`src/rtl/seq_ctrl_pkg.sv`:
```
// Shared types and constants for the sequence counter controller:
// control state encoding, state width and the power-up next-state table.
package seq_ctrl_pkg;

  localparam int CTRL_WIDTH = 4;
  localparam int CTRL_DEPTH = 2 ** CTRL_WIDTH;

  typedef enum logic [1:0] {
    IDLE  = 2'd0,
    RUN   = 2'd1,
    PAUSE = 2'd2
  } ctrl_state_t;

  typedef logic [CTRL_DEPTH-1:0][CTRL_WIDTH-1:0] seq_table_t;

  // Codes that belong to the default sequence 0,4,7,8,10,13,9,15.
  localparam logic [CTRL_DEPTH-1:0] DEFAULT_USED = 16'b1010_0111_1001_0001;

  // Index 15 first; entries for unused codes are ignored and resolved to the start state.
  localparam seq_table_t DEFAULT_TABLE = {
    4'd0, 4'd0, 4'd9,  4'd0,  4'd0,  4'd13, 4'd15, 4'd10,
    4'd8, 4'd0, 4'd0,  4'd7,  4'd0,  4'd0,  4'd0,  4'd4
  };

  function automatic logic [CTRL_WIDTH-1:0] default_entry(
    input logic [CTRL_WIDTH-1:0] idx,
    input logic [CTRL_WIDTH-1:0] start_state
  );
    logic [CTRL_WIDTH-1:0] val;
    if (DEFAULT_USED[idx]) begin
      val = DEFAULT_TABLE[idx];
    end else begin
      val = start_state;
    end
    return val;
  endfunction

endpackage

```
`src/rtl/seq_next_table.sv`:
```
// Next-state lookup table: one synchronous write port, one combinational
// read port, synchronously reloaded with the default sequence on clear.
module seq_next_table
  import seq_ctrl_pkg::*;
#(
  parameter logic [CTRL_WIDTH-1:0] START_STATE = 4'd0
) (
  input  logic                  clk,
  input  logic                  clear,
  input  logic                  wr_en,
  input  logic [CTRL_WIDTH-1:0] wr_addr,
  input  logic [CTRL_WIDTH-1:0] wr_data,
  input  logic [CTRL_WIDTH-1:0] rd_addr,
  output logic [CTRL_WIDTH-1:0] rd_data
);

  seq_table_t table_r;

  // Table storage: clear restores the default sequence, otherwise at most one write per edge.
  always_ff @(posedge clk) begin
    if (clear) begin
      for (int i = 0; i < CTRL_DEPTH; i++) begin
        table_r[i] <= default_entry(CTRL_WIDTH'(i), START_STATE);
      end
    end else if (wr_en) begin
      table_r[wr_addr] <= wr_data;
    end
  end

  // Read sees pre-write contents, so an advance on the write edge uses the old entry.
  assign rd_data = table_r[rd_addr];

endmodule

```
`src/rtl/seq_counter_ctrl.sv`:
```
// Programmable-sequence counter controller: IDLE/RUN/PAUSE FSM, q register, wrap pulse.
// Optional wrap lap counter output laps[7:0] when SEQ_CTRL_LAP_CNT_EN is defined.
module seq_counter_ctrl
  import seq_ctrl_pkg::*;
#(
  parameter logic [CTRL_WIDTH-1:0] START_STATE = 4'd0
) (
  input  logic                  clk,
  input  logic                  clear,
  input  logic                  start,
  input  logic                  stop,
  input  logic                  step,
  input  logic                  rewind,
  input  logic                  cfg_valid,
  output logic                  cfg_ready,
  input  logic [CTRL_WIDTH-1:0] cfg_addr,
  input  logic [CTRL_WIDTH-1:0] cfg_data,
  output logic [CTRL_WIDTH-1:0] q,
  output logic                  busy,
  output logic                  wrap
`ifdef SEQ_CTRL_LAP_CNT_EN
  ,
  output logic [7:0]            laps
`endif
);

  ctrl_state_t           state_r;
  ctrl_state_t           state_nx_s;
  logic [CTRL_WIDTH-1:0] q_r;
  logic [CTRL_WIDTH-1:0] q_nx_s;
  logic [CTRL_WIDTH-1:0] next_val_s;
  logic                  advance_s;
  logic                  wrap_r;
  logic                  wrap_nx_s;
  logic                  busy_r;
  logic                  cfg_ready_r;
  logic                  wr_en_s;

  assign wr_en_s = cfg_valid & cfg_ready_r;

  seq_next_table #(
    .START_STATE (START_STATE)
  ) u_table (
    .clk     (clk),
    .clear   (clear),
    .wr_en   (wr_en_s),
    .wr_addr (cfg_addr),
    .wr_data (cfg_data),
    .rd_addr (q_r),
    .rd_data (next_val_s)
  );

  // Control decode; rewind overrides every other control input but leaves the state alone.
  always_comb begin
    state_nx_s = state_r;
    q_nx_s     = q_r;
    advance_s  = 1'b0;
    if (rewind) begin
      q_nx_s = START_STATE;
    end else begin
      case (state_r)
        IDLE: begin
          if (start) begin
            state_nx_s = RUN;
          end else begin
            state_nx_s = IDLE;
          end
        end
        RUN: begin
          if (stop) begin
            state_nx_s = PAUSE;
          end else begin
            advance_s = 1'b1;
          end
        end
        PAUSE: begin
          if (start) begin
            state_nx_s = RUN;
          end else if (step) begin
            advance_s = 1'b1;
          end else begin
            state_nx_s = PAUSE;
          end
        end
        default: begin
          state_nx_s = IDLE;
        end
      endcase
      if (advance_s) begin
        q_nx_s = next_val_s;
      end else begin
        q_nx_s = q_r;
      end
    end
    wrap_nx_s = advance_s && (next_val_s == START_STATE);
  end

  // State, count and registered status outputs.
  always_ff @(posedge clk) begin
    if (clear) begin
      state_r     <= IDLE;
      q_r         <= START_STATE;
      wrap_r      <= 1'b0;
      busy_r      <= 1'b0;
      cfg_ready_r <= 1'b1;
    end else begin
      state_r     <= state_nx_s;
      q_r         <= q_nx_s;
      wrap_r      <= wrap_nx_s;
      busy_r      <= (state_nx_s == RUN);
      cfg_ready_r <= (state_nx_s != RUN);
    end
  end

  assign q         = q_r;
  assign busy      = busy_r;
  assign wrap      = wrap_r;
  assign cfg_ready = cfg_ready_r;

`ifdef SEQ_CTRL_LAP_CNT_EN
  logic [7:0] laps_r;

  // Saturating count of wrap pulses, updated on the same edge that raises wrap.
  always_ff @(posedge clk) begin
    if (clear || rewind) begin
      laps_r <= 8'd0;
    end else if (wrap_nx_s && (laps_r != 8'd255)) begin
      laps_r <= laps_r + 8'd1;
    end
  end

  assign laps = laps_r;
`endif

endmodule

```
`config.mk`:
```
export PLATFORM = sky130hd
export DESIGN_NAME = seq_counter_ctrl
export DESIGN_NICKNAME = d
export VERILOG_FILES = /design/src/rtl/seq_ctrl_pkg.sv /design/src/rtl/seq_next_table.sv /design/src/rtl/seq_counter_ctrl.sv
export SDC_FILE = /design/constraint.sdc
export NUM_CORES = 1
export LEC_CHECK = 0
export ABC_AREA = 1
export BUFFER_PORTS_ARGS = -buffer_cell sky130_fd_sc_hd__buf_2
export CAP_MARGIN = 40
export CORE_UTILIZATION = 36
export DETAILED_ROUTE_END_ITERATION = 10
export MAX_ROUTING_LAYER = met4
export PLACE_DENSITY = 0.49
export SETUP_SLACK_MARGIN = 0.02
export SKIP_LAST_GASP = 1
export SYNTH_ARGS = -nofsm -noshare
export SYNTH_HDL_FRONTEND = slang
export SYNTH_SLANG_ARGS = --single-unit
```
`constraint.sdc`:
```
create_clock -name clk -period 2.1 [get_ports clk]
set_input_delay 0 -clock clk [delete_from_list [all_inputs] [get_ports clk]]
set_output_delay 0 -clock clk [all_outputs]
set_load 0.05 [all_outputs]
```
Yosys cells after proc, flatten, opt, wreduce, memory -nomap -nowiden
Cells that the tools add are included.
{"block": "totals", "reg_bits": 73, "inputBits": 15, "out_inout_bits": 7, "elab_cells": 51}
{"block": "op_classes", "order_cmp": 3, "eq_ne": 4, "n_mux": 17, "bitwise": 1, "reduce_logical": 5}
{"op": "64-bit bitwise mux", "n": 1}
{"op": "4-bit binary-select mux with 4-bit select", "n": 1}
{"op": "4-bit demux with 4-bit select", "n": 1}
{"op": "4-bit by 5-bit < comparator with 1-bit output (second input constant)", "n": 2}
{"op": "2-bit two-way mux", "n": 4}
{"op": "4-bit two-way mux", "n": 2}
{"op": "1-bit two-way mux", "n": 6}
{"op": "2-bit case mux with 3 select lines", "n": 1}
{"op": "2-bit by 1-bit == test with 1-bit output (second input constant)", "n": 2}
{"op": "4-bit by 1-bit greater-or-equal comparator with 1-bit output (second input constant)", "n": 1}
{"op": "4-bit zero test", "n": 1}
{"op": "2-bit == test (second input constant)", "n": 1}
{"op": "1-bit logical AND", "n": 2}
{"op": "2-bit zero test", "n": 1}
{"op": "2-bit by 1-bit inequality test with 1-bit output (second input constant)", "n": 1}
{"op": "1-bit case mux with 2 select lines", "n": 1}
{"op": "2-bit OR reduction", "n": 1}
{"op": "1-bit bitwise AND", "n": 1}

Longest topological paths before layout
Gate-level depths: netlist (run 1).
{"block": "depth", "ltp_word": 6, "depth_mapped": 11, "depth_no_buf": 11}

By module
From an unflattened synthesis (run 1), not the netlist that was laid out.
{"block": "hier_totals", "hier_cells": 538, "area_unflattened_um2": 3537.1}
{"module": "seq_next_table", "n_inst": 1, "cells_per_inst": 476, "area_each_um2": 3094.2}
{"module": "seq_counter_ctrl", "n_inst": 1, "cells_per_inst": 62, "area_each_um2": 442.9}

Worst setup path after synthesis (run 1)
Ideal clock, no wire load.
{"block": "synth_path", "path_type": "flip-flop to flip-flop", "from": "register q_r[1] (netlist: q[1])", "to": "register q_r[3] (netlist: q[3])", "t_arrival_ns": 1.497, "required_time_ns": 1.984, "slack_ns": 0.488, "stages_incl_launch_ff": 10, "path_buffers": 2, "period_less_slack_ns": 1.612, "path_cell_list": "dfxtp_1 buf_4 inv_2 buf_6 nand3_1 nand3_1 nand3_1 nand2_1 o21ai_0 inv_1"}
{"block": "synth_via", "elab_chain_cells": 2}
{"item": "start: declaration", "line_no": "seq_counter_ctrl.sv:29", "text": "logic [CTRL_WIDTH-1:0] q_r;"}
{"item": "start signal: assignment", "line_no": "seq_counter_ctrl.sv:108", "text": "q_r <= q_nx_s;"}
{"item": "4-bit binary-select mux with 4-bit select", "line_no": "seq_next_table.sv:31", "text": "assign rd_data = table_r[rd_addr];"}
{"item": "4-bit two-way mux (implied by the code)", "line_no": "seq_next_table.sv:31"}
No other way between the ends. The select of a mux whose other input is x is not followed.
A chain may end at the register's enable or synchronous reset.

Worst setup path in the final report (run 1)
{"block": "layout_path", "from": "register state_r[0]", "to": "register q_r[2] (netlist: q[2])"}
{"block": "layout_via", "elab_chain_cells": 3, "elab_cells_between_ends": 4, "classes_between": "2 x eq/ne; 2 x mux"}
{"item": "start: declaration", "line_no": "seq_counter_ctrl.sv:27", "text": "ctrl_state_t state_r;"}
{"item": "start signal: assignment", "line_no": "seq_counter_ctrl.sv:107", "text": "state_r <= state_nx_s;"}
{"item": "2-bit == test or 2-bit by 1-bit == test with 1-bit output (tied branches)", "line_no": "seq_counter_ctrl.sv:61", "text": "case (state_r)"}
{"item": "1-bit case mux with 2 select lines *", "line_no": "seq_counter_ctrl.sv:61"}
{"item": "1-bit two-way mux *", "line_no": "seq_counter_ctrl.sv:58", "text": "if (rewind) begin"}
Every way passes the cells marked *; elsewhere a longest branch is shown, timed or not. The select of a mux whose other input is x is not followed.

==> impl_results.md, run 1 <==
- Setup TNS: 0 ns
- Synthesized flop and latch total: 73
- Met2 Use GR: 30.4%
- Minimum clock period after layout: 1.62 ns
- Gr busiest metal: met2
- Layout cell share with drive strength beyond 1: 10.3%
- Switch share: 24.0%
- Antenna Nets Post-Route: 0
- Die Wd: 100 um
- Final GP Congestion: 0.818
- CP max stage cell: dfxtp_1
- FMAX: 0.618 GHz
- Netlist Area Pre-Place: 0.00348 sq mm
- Clk pwr share: 41.6%
- Worst Tran Pin Value: 0.427 ns
- Psw: 670 uW
- Setup crit end kind: flop
- Mean post-synth cell area: 6.97 sq um
- CORE AREA: 0.00933 sq mm
- Clock sinks: 73
- Commonest non-fill, non-tap cell in the layout: nand2_1
- Die H: 100 um
- Area growth, synth to finish: 11.0%
- Simple logic cell fraction of the synthesized area: 23.1%
- Vias in the first global route: 2969
- Initial Util: 37.4%
- Most frequent cells in the layout: nand2_1, inv_1, dfxtp_1
- TritonCTS Buffers: 9
- DR iter-0 viols: 120
- Antenna violations before repair: 0
- Post-synthesis xor/xnor area fraction: 0%
- Yosys warning count: 0
- CTS tree: built
- Crit path kind: flop to flop
- Root buffer cell: clkbuf_8
- Vias per cell: 4.78
- Rows: 35
- Syn_nets: 519
- Critical path fanouts, max: 8
- Crit-path cells: inv_1, ha_1, inv_1, o21ai_0, nand3_1, nand3b_2, nand2_1, inv_1
- First-pass GRT wire length: 15200 um
- Clock Latency Late Sink: 0.35 ns
- I/O Pins: 22
- NumNets Final: 537
- H-Tree Level Count: 3
- Outcome: completed
- Multiplexer share of the synthesized area: 0%
- Setup Buffers After CTS: 0
- RSZ-0062 raised after global routing: no
- Clock-pin transition on the worst setup and hold timing paths: 0.07 ns
- Largest family of logic cells by synthesized area: simple AND/OR/NAND/NOR gates
- Final cell count without fillers: 652
- Maximum clock insertion buffer count: 2
- Global route overflow: 0
- Worst vdd ir: 0.403 mV
- I/O Buffers: 21
- Die Area: 0.0101 sq mm
- GRT met1 Usage: 27.3%
- Most used cell along the critical path: inv_1
- Leak: 0.00166 uW
- Worst hold path type: input port to flop
- Final setup vio count: 0
- Met3 usage: 3.13%
- DR vias: 3118
- Post-CTS resize count: 0
- Largest net degree at the start of global routing: 36
- Synth Area in Compound Gates: 20.0%
- Power Density: 721 mW/mm^2
- Critical path's largest stage delay: 0.34 ns
- DR WL/cell: 13.9 um
- Cells after synthesis: 500
- DRC: 0
- Combinational power share: 7.4%
- WL final: 9060 um
- Post-synthesis adder-cell area fraction: 1.44%
- Max_slew headroom: 71.5%
- Pint: 2120 uW
- Cell variety after synth: 26
- Sequential power share: 51.0%
- Placed cells: 634
- Worst-case clock skew: 0.0109 ns
- Final Hold Fails: 0
- Max-cap viol count: 0
- Gr usage total: 20.5%
- DRT Pass-1 Iters: 4
- Arrival @ worst endpoint: 1.86 ns
- Crit path launch type: flop
- Post-cts hold buffer count: 2
- Slew Limit Fails: 0
- Antenna cells: 0
- WP data required: 2.34 ns
- Final Cycle Share: 77.1%
- DPL Wire Length: 6280 um
- Seq/Total Area, Yosys: 41.9%
-- registers in the layout (all words and copies together) (netlist names) --
signal and count:
q 4, busy 1, state_r 2, wrap 1, u_table.table_r 64, cfg_ready 1
-- logic make-up (layout without fill, tap and decap cells) --
| logic type | Yosys count | after routing |
|---|---|---|
| DFF | 73 | 73 |
| buffers and inverters | 105 | 128 |
| AOI/OAI and AO/OA | 132 | 132 |
| adders and majority gates | 4 | 4 |
| and+or+nand+nor | 186 | 186 |
-- critical path: cells and delay by family (launching register included) --
| family | cells | cell delay [ns] |
|---|---|---|
| buffers and inverters | 3 | 0.19 |
| adders and majority gates | 1 | 0.17 |
| DFF | 1 | 0.34 |
| AOI/OAI and AO/OA | 1 | 0.20 |
| and+or+nand+nor | 3 | 0.61 |
-- stage by stage --
stage	util [%]	cell area, sq um	total power [uW]	hold WS, ns	worst slack (ns)
after floorplan	-	3480	1590	0.183	0.488
after global placement	39.0	3640	1660	0.316	0.541
after global routing	41.5	3870	2920	0.116	0.304
final	41.5	3870	2790	0.0763	0.482
after CTS	41.5	3870	2830	0.0682	0.480
after detailed placement	39.0	3640	1660	0.324	0.486
-- power by group through the flow --
stage | combinational (uW) | sequential (uW) | clock [uW]
2_1_floorplan | 128 | 1460 | 0
3_3_place_gp | 202 | 1460 | 0
3_5_place_dp | 204 | 1460 | 0
4_1_cts | 208 | 1420 | 1200
5_1_grt | 236 | 1430 | 1260
6_report | 207 | 1420 | 1160
-- cell type report --
class	count	area (sq um)
sequential	73	1460
clock inverter	2	35.0
multi-input combinational	322	1550
tap	129	161
fill	995	5460
timing repair buffer	29	170
inverter	83	317
clock buffer	14	173
-- cells in the mapped netlist --
master     n  area [sq um]
buf_2      4          20.0
dfxtp_1   73          1460
nor2_1    29           109
o21ai_1    8          40.0
clkinv_1   1          3.75
a22oi_1    1          7.51
buf_4      2          15.0
and2_1     1          6.26
buf_6      8          90.1
clkbuf_1   8          30.0
nor2_4     1          11.3
o211ai_1   8          60.1
inv_6      1          8.76
o31ai_1    1          7.51
o211ai_2   1          12.5
a21oi_1   52           260
nor3_2     1          10.0
ha_1       4          50.1
o21ai_0   60           300
inv_2      1          3.75
nor2_2     6          37.5
nand2_1   93           349
a21oi_2    1          8.76
nand3_1   54           270
inv_1     80           300
nand3b_2   1          11.3
-- layer usage --
| metal | vias up | part of all wire [%] |
|---|---|---|
| met5 | - | 0 |
| met4 | 0 | 2.0 |
| met3 | 14 | 4.4 |
| met2 | 53 | 44 |
| met1 | 1404 | 50 |
| li1 | 1647 | - |
-- final timing paths --
kind                                     startpoint             endpoint  slack [ns]  cells past startpoint
worst max-delay path                     state_r[0]                 q[2]        0.48                      8
worst min-delay path                    cfg_addr[3]  u_table.table_r[31]        0.08                      4
worst max register to register           state_r[0]                 q[2]        0.48                      8
worst min register to register  u_table.table_r[14]  u_table.table_r[14]        0.45                      2
Note: power is estimated with default switching activity, not from simulation.
==> run 2: changes to the inputs <==
- clock period: 2.1 -> 1.5 ns (I/O delays scaled with it)
==> impl_results.md, run 2 (synthesis results as in run 1) <==
- Outcome: completed
- Setup Buffers After CTS: 0
- Root buffer cell: clkbuf_8
- Die Area: 0.0101 sq mm
- WP data required: 1.74 ns
- RSZ-0062 raised after global routing: yes
- Antenna cells: 0
- Minimum clock period after layout: 1.41 ns
- Layout cell share with drive strength beyond 1: 16.4%
- Vias per cell: 4.76
- FMAX: 0.708 GHz
- Clock sinks: 73
- CTS tree: built
- Maximum clock insertion buffer count: 2
- Clock-pin transition on the worst setup and hold timing paths: 0.08 ns
- Max reg flops: 64
- Cell Area, Placed: 0.00373 sq mm
- Worst hold path type: input port to flop
- DPL Wire Length: 6430 um
- Max_slew headroom: 70.4%
- Slew Limit Fails: 0
- Hold WS: 0.0678 ns
- Antenna violations before repair: 0
- DR vias: 3160
- CORE AREA: 0.00933 sq mm
- DR WL/cell: 14.4 um
- Worst-case clock skew: 0.00946 ns
- Arrival @ worst endpoint: 1.65 ns
- Final Cell Area: 0.00414 sq mm
- Setup crit end kind: flop
- Global route overflow: 0
- Clock Latency Late Sink: 0.35 ns
- Filler cell count: 998
- Worst Tran Pin Value: 0.442 ns
- Multi-input logic area: 0.00162 sq mm
- Max-cap viol count: 0
- Antenna Nets Post-Route: 0
- DRC: 0
- Final setup vio count: 0
- Util after Layout: 44.3%
- DR iter-0 viols: 158
- H-Tree Level Count: 3
- Power Density: 981 mW/mm^2
- Crit path launch type: flop
- Final GP Congestion: 0.839
- NumNets Final: 549
- Critical path fanouts, max: 9
- Leak: 0.00176 uW
- TritonCTS Buffers: 9
- Rows: 35
- Gr usage total: 20.1%
- Crit path kind: flop to flop
- Initial Util: 37.4%
- Worst vdd ir: 0.357 mV
- Die H: 100 um
- Sequential Area: 0.00147 sq mm
- Commonest non-fill, non-tap cell in the layout: nand2_1
- Most frequent cells in the layout: nand2_1, inv_1, dfxtp_1
- Biggest register: u_table.table_r
- First-pass GRT wire length: 14900 um
- I/O Buffers: 21
- Vias in the first global route: 2811
- DRT Pass-1 Iters: 4
- Final Cycle Share: 94.1%
- Die Wd: 100 um
- I/O Pins: 22
- Final Hold Fails: 0
- WL final: 9550 um
- Largest net degree at the start of global routing: 41
- Area growth, synth to finish: 18.7%
==> run 2: changes by cell type in the layout (fill, tap and decap cells not counted), sizes merged <==
cell    before  now
bufinv       1    2
clkbuf      14   17
clkinv       2    1
buf         27   36
==> run 2: final timing paths <==
check | endpoint | slack [ns] | cells past startpoint | from
setup / recovery | q[2] | 0.09 | 8 | q[0]
hold / removal | u_table.table_r[31] | 0.07 | 4 | cfg_addr[3]
setup reg to reg | q[2] | 0.09 | 8 | q[0]
hold reg to reg | u_table.table_r[21] | 0.45 | 2 | u_table.table_r[21]
==> run 2: cell type report <==
| class | instances | area share [%] |
|---|---|---|
| multi-input cells | 322 | 39.2 |
| flip-flops and latches | 73 | 35.6 |
| clock inverters | 2 | 1.45 |
| inverters | 83 | 7.72 |
| repair buffers | 41 | 8.23 |
| clock buffers | 14 | 3.93 |
| well taps | 129 | 3.90 |
==> run 2: through the flow <==
step	worst slack, ns	cells	power [uW]	TNS (ns)
final	0.0881	664	4060	0
after floorplan	0.0657	500	2230	0
after global routing	-0.0154	664	4220	-0.0597
after detailed placement	0.0638	643	2330	0
after CTS	0.0440	661	4090	0
after global placement	0.0840	643	2330	0
==> run 2: layer usage <==
layer	share of wire [%]	routed length, um	GRT usage (%)	up-vias
met2	44	4230	30.1	69
met1	50	4750	27.8	1409
met3	4.6	443	2.79	11
li1	-	-	-	1671
met4	1.3	123	7.02	0
met5	0	0	-	-
==> run 2: worst max-delay path: stages, from the launching register on <==
cell,delay [ns]
dfxtp_4,0.48
clkbuf_16,0.20
a21oi_1,0.07
o21ai_0,0.08
nand3_1,0.13
nand3_1,0.15
nand3b_2,0.10
nand2_1,0.07
inv_1,0.03
==> run 2: what timing repair did <==
| item | 4_1_cts | 5_1_grt |
|---|---|---|
| hold endpoints to repair | 4 | 0 |
| setup endpoints to repair | 0 | 25 |
| hold buffers | 2 | 0 |
| resized for setup | 0 | 35 |
==> run 2: power by group <==
part,switching [uW],leakage (uW),internal [uW]
Sequential,14.8,0.000593,1980
Combinational,213,0.00105,95.1
Clock,726,0.000111,1030
==> run 3: changes to the inputs <==
--- a/config.mk
+++ b/config.mk
@@ -12,5 +12,4 @@
 export DETAILED_ROUTE_END_ITERATION = 10
 export MAX_ROUTING_LAYER = met4
-export PLACE_DENSITY = 0.49
 export SETUP_SLACK_MARGIN = 0.02
 export SKIP_LAST_GASP = 1
==> constraint.sdc (replaced) <==
create_clock -name clk -period 1.5 [get_ports clk]
set_input_delay 0 -clock clk [delete_from_list [all_inputs] [get_ports clk]]
set_output_delay 0 -clock clk [all_outputs]
set_load 0.02 [all_outputs]
==> impl_results.md, run 3 (synthesis results as in run 1) <==
- R2R setup slack: 0.10 ns
- Most used cell along the critical path: inv_2
- Combinational power share: 7.2%
- Crit path kind: flop to flop
- Leak: 0.00174 uW
- Antenna Nets Post-Route: 0
- Cell Area, Placed: 0.00371 sq mm
- Reg-to-Reg End: q[2]
- Critical path's largest stage delay: 0.36 ns
- Hold_sp: cfg_addr[3]
- Vias per cell: 4.88
- WP data required: 1.76 ns
- Crit path launch type: flop
- Buf/Inv on CP: 3
- Switch share: 22.8%
- Final Cell Area: 0.00408 sq mm
- Max reg flops: 64
- Critical path depth: 8
- Final Cycle Share: 93.2%
- Max_slew headroom: 70.3%
- DRT Pass-1 Iters: 4
- Die Area: 0.0101 sq mm
- Final GP Congestion: 0.811
- RSZ-0062 raised after global routing: no
- Rows: 35
- Pint: 3320 uW
- Hold Path Sink: u_table.table_r[31]
- Final Hold Fails: 0
- Setup TNS: 0 ns
- Die H: 100 um
- Initial Util: 37.4%
- FF-to-FF path depth: 8
- Maximum clock insertion buffer count: 2
- Global route overflow: 0
- Clock sinks: 73
- Arrival @ worst endpoint: 1.65 ns
- Worst vdd ir: 0.790 mV
- PnR worst setup slack: 0.102 ns
- DRC: 0
- DPL Wire Length: 6490 um
- Slew Limit Fails: 0
- Area growth, synth to finish: 17.2%
- Setup WS pre-CTS: -0.0940 ns
- Psw: 978 uW
- Antenna violations before repair: 0
- Sequential power share: 46.5%
- FMAX: 0.715 GHz
- I/O Pins: 22
- Crit path max-delay family: simple AND/OR/NAND/NOR gates
- CTS tree: built
- CORE AREA: 0.00933 sq mm
- Worst hold path type: input port to flop
- Vias in the first global route: 2976
- TritonCTS Buffers: 9
- Critical path fanouts, max: 4
- Most frequent cells in the layout: nand2_1, inv_1, dfxtp_1
- First-pass GRT wire length: 15100 um
- Max-cap viol count: 0
- Final setup vio count: 0
- DR iter-0 viols: 169
- Total power draw: 4290 uW
- Minimum clock period after layout: 1.40 ns
- WL final: 9260 um
- Antenna cells: 0
- Power Density: 1050 mW/mm^2
- Filler cell count: 970
- Reg2reg start: state_r[0]
- Crit-path cells: inv_2, ha_2, inv_2, o21ai_2, nand3_2, nand3b_2, nand2_1, inv_1
- DR WL/cell: 14.0 um
- Outcome: completed
- NumNets Final: 545
- Gr usage total: 20.2%
- Clock-pin transition on the worst setup and hold timing paths: 0.08 ns
- Clk pwr share: 46.3%
- H-Tree Level Count: 3
- Root buffer cell: clkbuf_8
- Worst-case clock skew: 0.0104 ns
- Biggest register: u_table.table_r
- Die Wd: 100 um
- Setup crit end kind: flop
- I/O Buffers: 21
- CP max stage cell: dfxtp_4
- Hold Path Depth: 4
- Largest net degree at the start of global routing: 38
- Worst Tran Pin Value: 0.444 ns
- Layout cell share with drive strength beyond 1: 16.0%
- Clock Latency Late Sink: 0.36 ns
- DR vias: 3220
- Commonest non-fill, non-tap cell in the layout: nand2_1
run 3: cell types whose count changed in the layout (fill, tap and decap cells not counted), sizes merged:
cell and change:
clkinvlp +1, clkbuf -5, buf -1, bufinv +1
run 3: worst max-delay path by stage:
stage,endpoint,start,slack [ns]
after floorplan,q[2],state_r[0],0.07
after global placement,q[1],state_r[0],-0.002
after detailed placement,q[1],state_r[0],-0.09
after CTS,q[1],state_r[1],0.02
after global routing,busy,state_r[1],0.02
final,q[2],state_r[0],0.10
run 3: worst min-delay path, cell delays in order:
cell     delay [ns]
buf_2          0.13
nor2_1         0.09
nand3_1        0.08
nand3_1        0.08
run 3: cell type report:
type | instances | area (sq um) | share of cell area, %
flip-flops and latches | 73 | 1470 | 35.9
clock buffers | 12 | 165 | 4.05
repair buffers | 37 | 250 | 6.13
well taps | 129 | 161 | 3.95
clock inverters | 4 | 97.6 | 2.39
inverters | 83 | 324 | 7.94
multi-input cells | 322 | 1620 | 39.6
run 3: power by group through the flow:
stage / clock network [uW] / registers (uW) / logic (uW)
2_1_floorplan: 0 / 2040 / 180
3_3_place_gp: 0 / 2040 / 279
3_5_place_dp: 0 / 2040 / 284
4_1_cts: 2010 / 2000 / 291
5_1_grt: 2100 / 2000 / 349
6_report: 1990 / 2000 / 311
run 3: timing repair:
| item | in CTS | in global routing |
|---|---|---|
| gates resized for setup | 3 | 35 |
| pin swaps | 1 | 4 |
| hold endpoints to repair | 4 | 0 |
| hold buffers | 2 | 0 |
| buffers inserted | 0 | 0 |
| endpoints found under the setup margin | 5 | 48 |
run 3: per-stage QoR:
stage          hold slack [ns]  cells  utilization [%]
2_1_floorplan            0.183    500                -
3_3_place_gp             0.321    642             39.8
3_5_place_dp             0.321    642             39.8
4_1_cts                 0.0616    660             42.9
5_1_grt                 0.0620    660             43.8
6_report                0.0768    660             43.8
run 3: layer usage:
| layer | global-route usage, % | routed length (um) | vias up |
|---|---|---|---|
| met2 | 29.3 | 4020 | 84 |
| met5 | - | 0 | - |
| li1 | - | - | 1658 |
| met1 | 27.7 | 4610 | 1470 |
| met4 | 5.24 | 70 | 0 |
| met3 | 5.50 | 555 | 8 |
